`src/rtl/reg_bank_streamer.sv`:
```
// reg_bank_streamer: snapshots a packed register bank on start and streams it out
// one word per valid/ready beat, reporting a wrap-around checksum with a done pulse.
module reg_bank_streamer #(
    parameter int DEPTH = 32,
    parameter int WIDTH = 32,
    parameter int IDXW  = $clog2(DEPTH)
) (
    input  logic                          clk_i,
    input  logic                          rst_i,
    input  logic                          start_i,
    input  logic [DEPTH-1:0][WIDTH-1:0]   data_i,
    output logic [WIDTH-1:0]              out_data_o,
    output logic                          out_valid_o,
    input  logic                          out_ready_i,
    output logic                          out_last_o,
    output logic [IDXW-1:0]               out_index_o,
    output logic                          busy_o,
    output logic                          done_o,
    output logic [WIDTH-1:0]              checksum_o
);
    typedef enum logic [1:0] {IDLE, STREAM, DONE} state_t;
    state_t state_q, state_d;
    logic [DEPTH-1:0][WIDTH-1:0] snap_q;
    logic [IDXW-1:0] idx_q;
    logic [WIDTH-1:0] acc_q, csum_q, sum;
    logic xfer, at_last;
    assign at_last     = idx_q == IDXW'(DEPTH - 1);
    assign xfer        = state_q == STREAM && out_ready_i;
    assign sum         = acc_q + out_data_o;
    assign out_valid_o = state_q == STREAM;
    assign out_data_o  = snap_q[idx_q];
    assign out_index_o = idx_q;
    assign out_last_o  = out_valid_o && at_last;
    assign busy_o      = state_q != IDLE;
    assign done_o      = state_q == DONE;
    assign checksum_o  = csum_q;
    always_comb begin
        state_d = state_q;
        state_d = state_q == IDLE   ? (start_i ? STREAM : IDLE) :
                  state_q == STREAM ? (xfer && at_last ? DONE : STREAM) : IDLE;
    end
    always_ff @(posedge clk_i or posedge rst_i) begin
        if (rst_i) state_q <= IDLE;
        else state_q <= state_d;
    end
    // The index parks on the last entry through DONE; only valid qualifies it.
    always_ff @(posedge clk_i or posedge rst_i) begin
        if (rst_i) begin
            snap_q <= '0;
            idx_q  <= '0;
            acc_q  <= '0;
            csum_q <= '0;
        end else if (state_q == IDLE && start_i) begin
            snap_q <= data_i;
            idx_q  <= '0;
            acc_q  <= '0;
        end else if (xfer) begin
            acc_q <= sum;
            if (at_last) csum_q <= sum;
            else idx_q <= idx_q + IDXW'(1);
        end
    end
endmodule

```
`config.mk`:
```
export PLATFORM = sky130hd
export DESIGN_NAME = reg_bank_streamer
export DESIGN_NICKNAME = d
export VERILOG_FILES = /design/src/rtl/reg_bank_streamer.sv
export SDC_FILE = /design/constraint.sdc
export NUM_CORES = 2
export LEC_CHECK = 0
export BUFFER_PORTS_ARGS = -buffer_cell sky130_fd_sc_hd__buf_2
export CAP_MARGIN = 20
export CORE_AREA = 2 2 430 432
export DETAILED_ROUTE_END_ITERATION = 6
export DIE_AREA = 0 0 432 434
export MAX_ROUTING_LAYER = met4
export PLACE_DENSITY_LB_ADDON = 0.2
export SYNTH_ARGS = -nofsm -noshare
export SYNTH_HDL_FRONTEND = slang
export SYNTH_SLANG_ARGS = --single-unit
```
`constraint.sdc`:
```
create_clock -name clk_i -period 75.2 [get_ports clk_i]
set_clock_uncertainty 0.15 [all_clocks]
set_input_delay 3.76 -clock clk_i [delete_from_list [all_inputs] [get_ports clk_i]]
set_output_delay 3.76 -clock clk_i [all_outputs]
set_load 0.01 [all_outputs]
```
==> flow_summary.ini <==
[run]
maxCapViolCount = 0

[power_and_ir_drop]
max-vdd-ir-drop_mv = 0.0237
cellPowerDensity_nw_per_um2 = 48.0
power_leakage_uw = 0.0268
p_total_uw = 3020

[grt]
largest_net_degree_at_the_start_of_global_routing = 168
grt_ovf = 0
first_pass_grt_wire_length_um = 292000
grt_antenna_before_repair = 241
first_global_vias = 33548
global_routing_usage_summed_across_all_routing_layers = 0.237

[setup_path]
cp_slowest_stage_delay_ns = 0.99
crit_path_cell_trace = buf_4 -> buf_4 -> buf_4 -> mux4_2 -> mux4_2 -> mux2i_1 -> inv_1 -> buf_2
cp-end-kind = output port
worst-path-max-fanout = 41
timing.critical_path.max_delay_family = buffers and inverters
sum_of_buffers_and_inverters_on_the_critical_path = 5
critical-path-slowest-cell = dfrtp_4
worstPathRequired_ns = 71.29
cp_most_frequent_cell = buf_4
worst-endpoint-arrival_ns = 6.04
worst-setup-path-type = flop to output port
timing.critical_path.from_type = flop

[place]
io_buffer_count = 1100
routability_driven_placement_congestion_ratio = 0.904
place_area_um2 = 58000
dp_hpwl_um = 172000
dpl_worst_slack_ns = 65.82

[logic_synthesis]
edff_count_synth = 0
synth_ff_type = dfrtp_1
async_reset_ff_frac = 1.00
synth_cells = 3078
synthMuxAreaShare = 0.384
synth_nets = 4140
synthXorXnorAreaFrac = 0.00590
ys_seq_area_frac = 0.549
post_syn_area_um2 = 49900
dominant_combinational_cell_family_by_area_after_synthesis = multiplexers
yosysWarnings = 0
synth.largest_area_cell = dfrtp_1
synth-seq-cells = 1095
yosys.area_share.simple = 0.0136
netlist.area_leader.share = 0.549
yosys.area_share.adder = 0.00868
synth_compound_area_frac = 0.0203
post_synth.cell_area_avg_um2 = 16.2
synth.distinct_cells = 67
synth.area.top_cells = dfrtp_1, mux2_2, mux4_2

[die]
initial_utilization = 0.273
placementRows = 157
die_height_um = 434
placeableCoreArea_um2 = 182000
num_io_pins = 1101
die_area_um2 = 187000
die_w_um = 432

[drt]
drt_pass1_iterations = 6
remaining_drc_errors = 0
met1_wirelength_um = 96300
route.detailed.vias_per_inst = 4.96
drt.antenna.violating_nets = 0
highest_layer = met4
detail_route.iter0.violations = 2530
wirelength_um = 219000
vias = 33466
route.met2.wl_um = 100000
routed-wl-met3_um = 14400
detail_route.wl_per_cell_um = 32.5

[sta]
timing.final.crit_period_ns = 9.95
tns_ns = 0
final_max_slew_violation_count = 0
setup_viol = 0
layout_setup_ws_ns = 65.25
worst_pin_slew_ns = 1.22
grt_setup_unrepaired = no
period_share = 0.132
slew_headroom = 0.184
finalHoldViolCount = 0
highest_clock_rate_ghz = 0.101

[clocking]
cts-root-to-sink-buffers = 3
clockRootBuffer = clkbuf_16
cts_resized = 0
postCtsSetupRepairBufs = 0
clk_pin_slew_ns = 0.06
htree_levels = 4
cts.hold.buffers_added = 0
clkLatencyLatePin_ns = 0.80
cts_num_sinks = 1095
tritoncts_clock_tree = built
tritoncts.num_buffers = 138

[hold_path]
hold_path_class = flop to flop

[cells_and_area]
stdcell_area_um2 = 62800
area_growth_syn_to_layout_pct = 26.0
post-route-util = 0.344
final_layout_size_suffix_gt1_frac = 0.647
final_net_count = 5218

[run_status]
status = complete, no violations
[where the power goes]
part	internal, uW	switching (uW)	total, uW
Combinational	601	743	1340
Sequential	816	182	998
Clock	393	281	674
[cells in the mapped netlist, types with 2 or more instances]
cell       count
a2111oi_0      2
a211oi_1       3
a21o_1        15
a21oi_1       30
a22o_1         3
a31oi_1        3
and2_1         3
and2b_1        2
and3_1         6
and4_1         3
buf_1         22
buf_2         12
buf_4          7
clkbuf_1     170
dfrtp_1     1095
ha_1          33
inv_1         13
mux2_2      1057
mux2i_1        6
mux4_2       318
nand2_1       77
nand2b_1       5
nand3_1        6
nand4_1        6
nor2_1        20
nor2b_1        6
nor3_1         4
o211ai_1       3
o21a_1         3
o21ai_0       73
o21ai_1        3
o21bai_1       3
o31ai_1        2
or3_1          2
xnor2_1       19
xor2_1        12
[metal layers]
metal,vias to the layer above,GRT usage
met1,17703,0.316
met4,0,0.0850
met3,507,0.0537
met2,1315,0.352
met5,-,-
li1,13941,-
[tightest hold or removal path, cell delays in order (launching register included)]
cell	delay (ns)
dfrtp_1	0.33
nand2_1	0.05
nand2_1	0.05
[path summary, 6_finish.rpt]
kind,cells past startpoint,slack [ns],start,endpoint
min in group asynchronous,2,2.89,rst_i,snap_q[561]
max in group asynchronous,7,67.51,rst_i,snap_q[139]
hold reg to reg,2,0.32,checksum_o[3],checksum_o[3]
hold / removal,2,0.32,checksum_o[3],checksum_o[3]
setup / recovery,8,65.25,out_index_o[0],out_data_o[1]
setup reg to reg,16,67.24,out_index_o[0],checksum_o[31]
[sequential cells by signal, indices dropped and copies added, names as in the netlist]
register / cells
snap_q: 1024
acc_q: 32
checksum_o: 32
out_index_o: 5
state_q: 2
[layout make-up]
cell class	count	area (um^2)
fillers	17983	120000
flip-flops and latches	1095	27400
multi-input cells	1758	21600
repair buffers	1150	6000
clock buffers	204	4040
well taps	2385	2980
clock inverters	47	510
diodes	94	235
inverters	13	56.3
[cells by family after synthesis]
family,Yosys count
compound gates,162
xor+xnor,32
fa+ha+maj,34
buf+inv,225
flops,1095
mux,1383
simple gates,147
[cells in the final DEF (no fill, tap or decap), types with 6 or more instances in the layout]
| cell type | netlist | routed |
|---|---|---|
| buf_2 | 12 | 1100 |
| dfrtp_1 | 1095 | 1090 |
| mux2_2 | 1057 | 1057 |
| mux4_2 | 318 | 318 |
| clkbuf_16 | 0 | 140 |
| diode_2 | 0 | 94 |
| nand2_1 | 77 | 76 |
| o21ai_0 | 73 | 73 |
| buf_4 | 7 | 42 |
| clkbuf_1 | 170 | 34 |
| ha_1 | 33 | 33 |
| a21oi_1 | 30 | 30 |
| clkbuf_8 | 0 | 30 |
| xnor2_1 | 19 | 19 |
| clkinv_2 | 0 | 19 |
| nor2_1 | 20 | 18 |
| a21o_1 | 15 | 15 |
| inv_1 | 13 | 12 |
| xor2_1 | 12 | 12 |
| mux2i_1 | 6 | 6 |
| nor2b_1 | 6 | 6 |
| and3_1 | 6 | 6 |
| nand3_1 | 6 | 6 |
| nand4_1 | 6 | 6 |
| inv_6 | 0 | 6 |
| clkinvlp_4 | 0 | 6 |
[stage by stage]
step,instances,hold slack [ns]
3_5_place_dp,6398,0.313
5_1_grt,6716,0.348
2_1_floorplan,3078,0.291
6_report,6746,0.318
4_1_cts,6649,0.327
3_3_place_gp,6397,0.314
Note: power is estimated with default switching activity, not from simulation.
